**src/rtl/field_packer_if.sv**
```systemverilog
// ============================================================================
// Module : field_packer_if
// Brief  : Field-input / word-output handshake bundle for field_packer.
// Rev    : 1.0
// ============================================================================
`default_nettype none

interface field_packer_if #(
  parameter int IN_W  = 5,
  parameter int OUT_W = 8
);
  logic [IN_W-1:0]  in_data;
  logic             in_valid;
  logic             in_ready;
  logic             flush;
  logic [OUT_W-1:0] out_data;
  logic             out_valid;
  logic             out_ready;
  logic             out_last;

  modport master (
    output in_data, in_valid, flush, out_ready,
    input  in_ready, out_data, out_valid, out_last
  );

  modport slave (
    input  in_data, in_valid, flush, out_ready,
    output in_ready, out_data, out_valid, out_last
  );
endinterface

`default_nettype wire

```
**src/rtl/field_packer.sv**
```systemverilog
// ============================================================================
// Module : field_packer
// Brief  : Packs IN_W-bit fields MSB-first into OUT_W-bit words; flush emits a
//          padded final word tagged out_last.
// Rev    : 1.0
// ============================================================================
`default_nettype none

module field_packer #(
  parameter int   IN_W    = 5,
  parameter int   OUT_W   = 8,
  parameter logic PAD_BIT = 1'b1,
  parameter int   CNT_W   = 16
) (
  input  wire logic             clk,
  input  wire logic             rst_n,
  field_packer_if.slave         bus,
  output logic                  busy,
  output logic [CNT_W-1:0]      word_cnt
);

  localparam int ACC_W  = OUT_W + IN_W;
  localparam int FILL_W = $clog2(ACC_W + 1);

  localparam logic [FILL_W-1:0] C_OUT_W   = FILL_W'(OUT_W);
  localparam logic [FILL_W-1:0] C_IN_W    = FILL_W'(IN_W);
  localparam logic [ACC_W-1:0]  C_PAD_ALL = {ACC_W{PAD_BIT}};
  localparam logic [ACC_W-1:0]  C_PAD_LOW = ACC_W'({OUT_W{PAD_BIT}});
  localparam logic [ACC_W-1:0]  C_IN_MASK = ACC_W'({IN_W{1'b1}});

  if (IN_W < 1 || IN_W > 32) begin : g_bad_in_w
    $error("field_packer: IN_W must be in 1..32");
  end
  if (OUT_W < 1 || OUT_W > 32) begin : g_bad_out_w
    $error("field_packer: OUT_W must be in 1..32");
  end

  logic [ACC_W-1:0]  acc_q,       acc_d;
  logic [FILL_W-1:0] fill_q,      fill_d;
  logic              flush_pend_q, flush_pend_d;
  logic [CNT_W-1:0]  word_cnt_q,  word_cnt_d;

  logic              w_push;
  logic              w_pop;
  logic [FILL_W-1:0] w_shift;

  assign bus.in_ready  = (fill_q < C_OUT_W) && !flush_pend_q;
  assign bus.out_valid = (fill_q >= C_OUT_W) || (flush_pend_q && (fill_q != '0));
  assign bus.out_last  = flush_pend_q && (fill_q <= C_OUT_W) && (fill_q != '0);
  assign bus.out_data  = acc_q[ACC_W-1 -: OUT_W];
  assign busy          = (fill_q != '0) || flush_pend_q;
  assign word_cnt      = word_cnt_q;

  assign w_push  = bus.in_valid && bus.in_ready;
  assign w_pop   = bus.out_valid && bus.out_ready;
  // A new field's LSB lands just above the OUT_W-fill still-empty bits.
  assign w_shift = C_OUT_W - fill_q;

  always_comb begin
    acc_d        = acc_q;
    fill_d       = fill_q;
    flush_pend_d = flush_pend_q;
    word_cnt_d   = word_cnt_q;

    if (w_push) begin
      acc_d  = (acc_q & ~(C_IN_MASK << w_shift)) | (ACC_W'(bus.in_data) << w_shift);
      fill_d = fill_q + C_IN_W;
    end else if (w_pop) begin
      acc_d      = (acc_q << OUT_W) | C_PAD_LOW;
      fill_d     = (fill_q >= C_OUT_W) ? (fill_q - C_OUT_W) : '0;
      word_cnt_d = word_cnt_q + 1'b1;
    end

    if (!flush_pend_q) begin
      flush_pend_d = bus.flush;
    end else if (fill_d == '0) begin
      flush_pend_d = 1'b0;
    end
  end

  always_ff @(posedge clk or negedge rst_n) begin
    if (!rst_n) begin
      acc_q        <= C_PAD_ALL;
      fill_q       <= '0;
      flush_pend_q <= 1'b0;
      word_cnt_q   <= '0;
    end else begin
      acc_q        <= acc_d;
      fill_q       <= fill_d;
      flush_pend_q <= flush_pend_d;
      word_cnt_q   <= word_cnt_d;
    end
  end

endmodule

`default_nettype wire

```
**src/flat_wrapper.sv**
```systemverilog
// flat-port wrapper written by rule: the top's interface ports become plain ports
module field_packer_flat 
#(
  parameter int   IN_W    = 5,
  parameter int   OUT_W   = 8,
  parameter logic PAD_BIT = 1'b1,
  parameter int   CNT_W   = 16
)
  (clk, rst_n, busy, word_cnt, bus_in_data, bus_in_valid, bus_flush, bus_out_ready, bus_in_ready, bus_out_data, bus_out_valid, bus_out_last);
  field_packer_if #(.IN_W(IN_W), .OUT_W(OUT_W)) bus_i ();
  input  wire logic clk;
  input  wire logic rst_n;
  output logic busy;
  output logic [CNT_W-1:0] word_cnt;
  input wire logic [$bits(bus_i.in_data)-1:0] bus_in_data;
  input wire logic [$bits(bus_i.in_valid)-1:0] bus_in_valid;
  input wire logic [$bits(bus_i.flush)-1:0] bus_flush;
  input wire logic [$bits(bus_i.out_ready)-1:0] bus_out_ready;
  output wire logic [$bits(bus_i.in_ready)-1:0] bus_in_ready;
  output wire logic [$bits(bus_i.out_data)-1:0] bus_out_data;
  output wire logic [$bits(bus_i.out_valid)-1:0] bus_out_valid;
  output wire logic [$bits(bus_i.out_last)-1:0] bus_out_last;
  assign bus_i.in_data = bus_in_data;
  assign bus_i.in_valid = bus_in_valid;
  assign bus_i.flush = bus_flush;
  assign bus_i.out_ready = bus_out_ready;
  assign bus_in_ready = bus_i.in_ready;
  assign bus_out_data = bus_i.out_data;
  assign bus_out_valid = bus_i.out_valid;
  assign bus_out_last = bus_i.out_last;
  field_packer #(.IN_W(IN_W), .OUT_W(OUT_W), .PAD_BIT(PAD_BIT), .CNT_W(CNT_W)) u_core (.clk(clk), .rst_n(rst_n), .bus(bus_i), .busy(busy), .word_cnt(word_cnt));
endmodule
```
**config.mk**
```make
export PLATFORM = sky130hd
export DESIGN_NAME = field_packer_flat
export DESIGN_NICKNAME = d
export VERILOG_FILES = /design/src/rtl/field_packer_if.sv /design/src/rtl/field_packer.sv /design/src/flat_wrapper.sv
export SDC_FILE = /design/constraint.sdc
export NUM_CORES = 1
export LEC_CHECK = 0
export ABC_AREA = 1
export CAP_MARGIN = 20
export CORE_MARGIN = 3
export CORE_UTILIZATION = 40
export DETAILED_ROUTE_END_ITERATION = 10
export PLACE_DENSITY = 0.69
export SYNTH_ARGS = -nofsm -noshare
export SYNTH_HDL_FRONTEND = slang
export SYNTH_SLANG_ARGS = --single-unit
```
**constraint.sdc**
```tcl
create_clock -name clk -period 1.9 [get_ports clk]
set_input_delay 0.38 -clock clk [delete_from_list [all_inputs] [get_ports clk]]
set_output_delay 0.38 -clock clk [all_outputs]
set_load 0.01 [all_outputs]
```
==> metrics.yaml, run 1 <==
path_cells: "clkinv_2 > ha_4 > nand3_2 > inv_2 > nand2_1 > dlygate4sd2_1"
max_slew.worst_pin.slew_ps: 442
synth_cells: 373
clk_latency_ps: 290
track_usage_pct: 16.9
grt_pass1_wl_um: 10000
vdd_drop_max_mv: 1.05
fillCellCount: 611
dr_total_vias: 2426
cts_inserted_buffers: 5
path_buf_inv: 3
worst_path_max_delay_cell: "dfrtp_1"
max_cap_violations: 0
hpwl_um: 4480
ctsLongestPathBuffers: 2
max_stage_delay_ps: 400
cp.arrival_ps: 1430
path_clk_slew_ps: 70
whs_ps: 482
ant_nets: 0
finalWorstSetupSlack_ps: 88.9
synthToLayoutAreaGrowth_pct: 22.2
final_hold_viol_count: 0
drtIter0Drc: 222
drc_errors: 0
status: "finished clean"
crit_required_ps: 1520
boundaryPins: 38
first_pass_iters: 4
dieHeight_um: 85.4
gp_congestion: 0.887
antenna_cells: 0
clockRootBuffer: "clkbuf_8"
start_util_pct: 41.8
die_area_um2: 7290
grt_start_max_net_pins: 35
rsz0062_at_grt: "yes"
pre_cts_slack_ps: 87.8
fin_crit_ps: 1810
worst_path_dominant_cell_family: "buffers and inverters"
cts_sinks: 34
fin_worst_skew_ps: 7.04
core_area_um2: 6030
yosysWarnings: 0
overflow: 0
io_buffers: 37
tritoncts: "built"
setup_viol: 0
avgSynthCellArea_um2: 6.76
max_freq_mhz: 552
startpoint_type: "flop"
die_x_um: 85.4
synth_cell_types: 36
final_cells: 487
ys_ff_latch: 34
std_cell_rows: 28
worstSetupPathType: "flop to primary output"
end_kind: "primary output"
wl_per_cell_um: 12.1
dpl.cell_count: 479
synth_nets: 390
max-slew-margin-rel_pct: 70.5
antenna_found_initial: 0
cellLeakagePower_uw: 0.00149
wl_um: 5880
p_per_area_nw_per_um2: 1730
htreeDepth: 2
final_nets: 429
finalMaxSlewViolations: 0
drive_gt1_share_pct: 14.1
ys_seq_area_share_pct: 34.4
min_path_type: "flop to flop"
timing.final.crit_share_pct: 95.3
fin_util_pct: 51.1
routed_via_density: 4.98
grt_pass1_vias: 2169
synth_area_um2: 2520
cp_max_fo: 3
per-layer routing:
metal / up-vias / global-route usage [%] / routed length, µm
met2: 60 / 26.6 / 2730
li1: 1244 / - / -
met3: 8 / 3.50 / 315
met5: - / 0 / 0
met1: 1114 / 23.5 / 2740
met4: 0 / 5.04 / 90
synthesized netlist by cell type (all sizes together):
cell type    n  share of area, %
xnor2        4               1.4
and2         1              0.25
inv         36               5.5
a22oi        1              0.50
nand4        4              0.99
or2          4              0.99
clkbuf       1              0.15
o21a         1              0.30
nand2      152                23
nor3         6               1.4
o22ai        1              0.25
a21oi        7               1.4
clkinv       2              0.35
xor2         7               2.4
ha           7               3.5
dfrtp       21                21
dfstp       13                14
nand3b       1              0.79
nor2        33               5.4
o21ai       19               3.8
buf         17               5.5
nand3       35               7.3
cell families after synthesis:
kind of cell / synth area share [%]
buf+inv: 11.5
simple gates: 40.6
fa+ha+maj: 3.48
xor+xnor: 3.82
flops: 34.4
compound gates: 6.21
report_power, final:
| part | switching [µW] | internal (µW) | leakage, µW |
|---|---|---|---|
| clock network | 277 | 420 | 0.0000573 |
| registers | 210 | 1040 | 0.000413 |
| logic | 2050 | 1340 | 0.00102 |
| total | 2540 | 2800 | 0.00149 |
area by class of cell:
class	count	area [µm²]	share of cell area, %
Multi-Input combinational cell	283	1400	45.3
Clock buffer	6	82.6	2.68
Sequential cell	34	867	28.1
Timing Repair Buffer	50	459	14.9
Clock inverter	1	30.0	0.975
Inverter	38	151	4.91
Tap cell	75	93.8	3.05
flip-flops by register name, indices dropped and copies added (netlist names):
signal	cells
u_core.fill_q	4
u_core.flush_pend_q	1
u_core.acc_q	13
u_core.word_cnt	16
worst min-delay path: stages (launching register included):
cell	delay [ps]
dfstp_2	380
nand2_1	60
nand2_1	50
cells in the final DEF (no fill, tap or decap), types with 2 or more instances in the layout:
master	synthesis	final
dlygate4sd2_1	0	3
inv_2	2	5
nand2_1	148	148
nand3_1	33	33
or2_1	3	3
nor2_1	30	30
a21oi_1	7	7
xor2_1	7	7
dfrtp_1	21	21
nand3_2	2	2
nor2_4	1	2
o21ai_0	9	9
clkbuf_8	0	6
nand4_1	4	4
buf_4	10	13
inv_1	33	29
ha_4	0	2
o21ai_1	10	10
clkdlybuf4s50_1	0	33
dfstp_2	13	13
nand2_4	2	2
ha_1	7	4
nand2_2	2	2
nor3_1	5	5
xnor2_1	4	4
what timing repair did:
| item | 4_1_cts | 5_1_grt |
|---|---|---|
| pin swaps | 0 | 0 |
| cloned | 0 | 0 |
| buffers inserted | 0 | 1 |
| hold buffers | 0 | 0 |
| setup endpoints to repair | 4 | 11 |
| gates resized for setup | 4 | 7 |
final timing paths:
check / from / end / slack, ps / cells past startpoint
worst max-delay path: u_core.fill_q[0]$_DFF_PN0_ / busy / 90 / 6
worst min-delay path: u_core.acc_q[3]$_DFFE_PN1P_ / u_core.acc_q[3]$_DFFE_PN1P_ / 480 / 2
worst max register to register: u_core.fill_q[0]$_DFF_PN0_ / u_core.acc_q[8]$_DFFE_PN1P_ / 140 / 12
worst min register to register: u_core.acc_q[3]$_DFFE_PN1P_ / u_core.acc_q[3]$_DFFE_PN1P_ / 480 / 2
max in group asynchronous: rst_n / u_core.acc_q[12]$_DFFE_PN1P_ / 1060 / 2
min in group asynchronous: rst_n / u_core.word_cnt[13]$_DFFE_PN0P_ / 490 / 2
stage by stage:
stage | cell area (µm²) | total power (µW) | TNS, ps
finish | 3080 | 5340 | 0
CTS | 3060 | 5310 | 0
floorplan | 2550 | 3770 | 0
global route | 3080 | 5880 | -10.1
detailed placement | 2950 | 4640 | 0
global placement | 2950 | 4600 | 0
No activity file was read; power rests on OpenSTA's default activity.
==> inputs of run 2 (changes only) <==
Settings changed: GPL_TIMING_DRIVEN from default to 0.
==> run 2 against run 1 <==
Against the previous run:
- maximum frequency shrank 1.9%
- register-to-register slack barely moved
- highest routed layer unchanged
- sequential power about the same
- critical path depth is 4 lower
- worst hold slack got worse by 340 ps
- flip-flop and latch count stayed put
- non-clock buffer count is 14 higher
- core utilization grew 1.8 points
==> metrics.yaml, run 2 (synthesized netlist as in run 1, its figures left out) <==
core_area_um2: 6030  # unchanged
final_common_cell: "nand2_1"
htreeDepth: 2  # unchanged
ant_nets: 0  # unchanged
grt_start_max_net_pins: 35  # unchanged
drc_errors: 0  # unchanged
reg2reg_from: "u_core.fill_q[1]$_DFF_PN0_"
dieHeight_um: 85.4  # unchanged
startpoint_type: "flop"
std_cell_rows: 28  # unchanged
clk_latency_ps: 290  # about the same
crit_required_ps: 1520  # about the same
largest_reg_flops: 16  # unchanged
crit_start: "u_core.acc_q[8]$_DFFE_PN1P_"
drtIter0Drc: 198  # -11%
fin_util_pct: 52.9  # +1.8 points
first_pass_iters: 4  # unchanged
cp.arrival_ps: 1470  # +40 ps
worstSetupPathType: "flop to primary output"
wl_per_cell_um: 12.1  # +0.69%
final_hold_viol_count: 0  # unchanged
path_clk_slew_ps: 70  # about the same
wl_um: 6100  # +3.8%
hpwl_um: 4520  # +0.99%
die_x_um: 85.4  # unchanged
max_freq_mhz: 541  # -1.9%
fillCellCount: 598  # -2.1%
finalWorstSetupSlack_ps: 53.1  # -35.7 ps
drive_gt1_share_pct: 19.4  # +5.4 points
die_area_um2: 7290  # unchanged
finalMaxSlewViolations: 0  # unchanged
timing.final.crit_share_pct: 97.2  # +1.9 points
cp_max_fo: 3  # unchanged
ff2ff_setup_slack_ps: 130  # about the same
start_util_pct: 41.8  # unchanged
seqCellArea_um2: 870  # +0.29%
fin_tns_setup_ps: 0  # unchanged
clockRootBuffer: "clkbuf_8"
grt_pass1_wl_um: 10700  # +6.7%
dr_total_vias: 2505  # +3.3%
cts_hold_buf: 0  # unchanged
fin_crit_ps: 1850  # +35.7 ps
end_kind: "primary output"
final_cells: 502  # +3.1%
io_buffers: 37  # unchanged
multi_input_area_um2: 1410  # +1.2%
synthToLayoutAreaGrowth_pct: 26.5
antenna_found_initial: 0  # unchanged
ctsLongestPathBuffers: 2  # unchanged
cts_sinks: 34  # unchanged
track_usage_pct: 18.0  # +1.1 points
cellLeakagePower_uw: 0.00154  # +3.9%
overflow: 0  # unchanged
routed_via_density: 4.99  # +0.17%
whs_ps: 144  # -338 ps
status: "finished clean"
fin_worst_skew_ps: 6.91  # -0.128 ps
grt_pass1_vias: 2368  # +9.2%
min_path_type: "input pin to asynchronous set/reset pin"
setup_viol: 0  # unchanged
final_nets: 443  # +3.3%
gp_congestion: 0.890  # +0.37%
max-slew-margin-rel_pct: 49.7  # -21 points
cts_inserted_buffers: 5  # unchanged
rsz0062_at_grt: "no"
vdd_drop_max_mv: 1.11  # +5.3%
layout.cells.most_common_list: "146 x nand2_1, 33 x nand3_1, 33 x clkdlybuf4s50_1"
p_per_area_nw_per_um2: 1780  # +2.8%
max_slew.worst_pin.slew_ps: 754  # +312 ps
boundaryPins: 38  # unchanged
pre_cts_slack_ps: -256  # -343 ps
dpl.cell_count: 485  # +1.3%
antenna_cells: 0  # unchanged
max_cap_violations: 0  # unchanged
tritoncts: "built"
[run 2: metal layers]
| layer | wire length (µm) | global-route usage [%] | up-vias |
|---|---|---|---|
| li1 | - | - | 1280 |
| met1 | 2850 | 24.3 | 1159 |
| met2 | 2860 | 29.4 | 57 |
| met3 | 294 | 3.01 | 9 |
| met4 | 89 | 5.76 | 0 |
| met5 | 0 | 0 | - |
[run 2: what timing repair did]
| action | in CTS | in global routing |
|---|---|---|
| pin swaps | 5 | 3 |
| buffers inserted | 9 | 3 |
| gates resized for setup | 27 | 8 |
| setup endpoints to repair | 17 | 16 |
[run 2: path summary, 6_finish.rpt]
check,to,cells past startpoint
min in group clk,u_core.acc_q[3]$_DFFE_PN1P_,2
hold / removal,u_core.word_cnt[14]$_DFFE_PN0P_,1
max in group asynchronous,u_core.flush_pend_q$_DFF_PN0_,1
hold reg to reg,u_core.acc_q[3]$_DFFE_PN1P_,2
setup reg to reg,u_core.acc_q[4]$_DFFE_PN1P_,9
setup / recovery,bus_out_data[3],2
[run 2: cell type report]
class / count / area share (%)
buffer: 15 / 3.89
clock buffer: 6 / 2.28
clock inverter: 2 / 0.314
inverter: 38 / 5.14
multi-input combinational: 283 / 44.3
sequential: 34 / 27.3
tap: 75 / 2.94
timing repair buffer: 49 / 13.8
[run 2: critical path: stages (launching register included)]
cell	delay [ps]
dfstp_2	560
buf_4	100
clkdlybuf4s50_1	520
[run 2: power breakdown]
group | switching (µW) | internal [µW]
Combinational | 2200 | 1670
Clock | 279 | 254
Sequential | 236 | 1040
Total | 2710 | 2960
[run 2: through the flow]
step | power [µW] | cell area (µm²)
final | 5670 | 3190
after global routing | 6240 | 3190
after CTS | 5650 | 3190
after global placement | 4760 | 3010
after floorplan | 3770 | 2550
after detailed placement | 4810 | 3010
==> inputs of run 3 (changes only) <==
Settings changed: SLEW_MARGIN from default to 5.
==> results of run 3 <==
The final DEF is identical to that of run 2; final timing and power are the same.
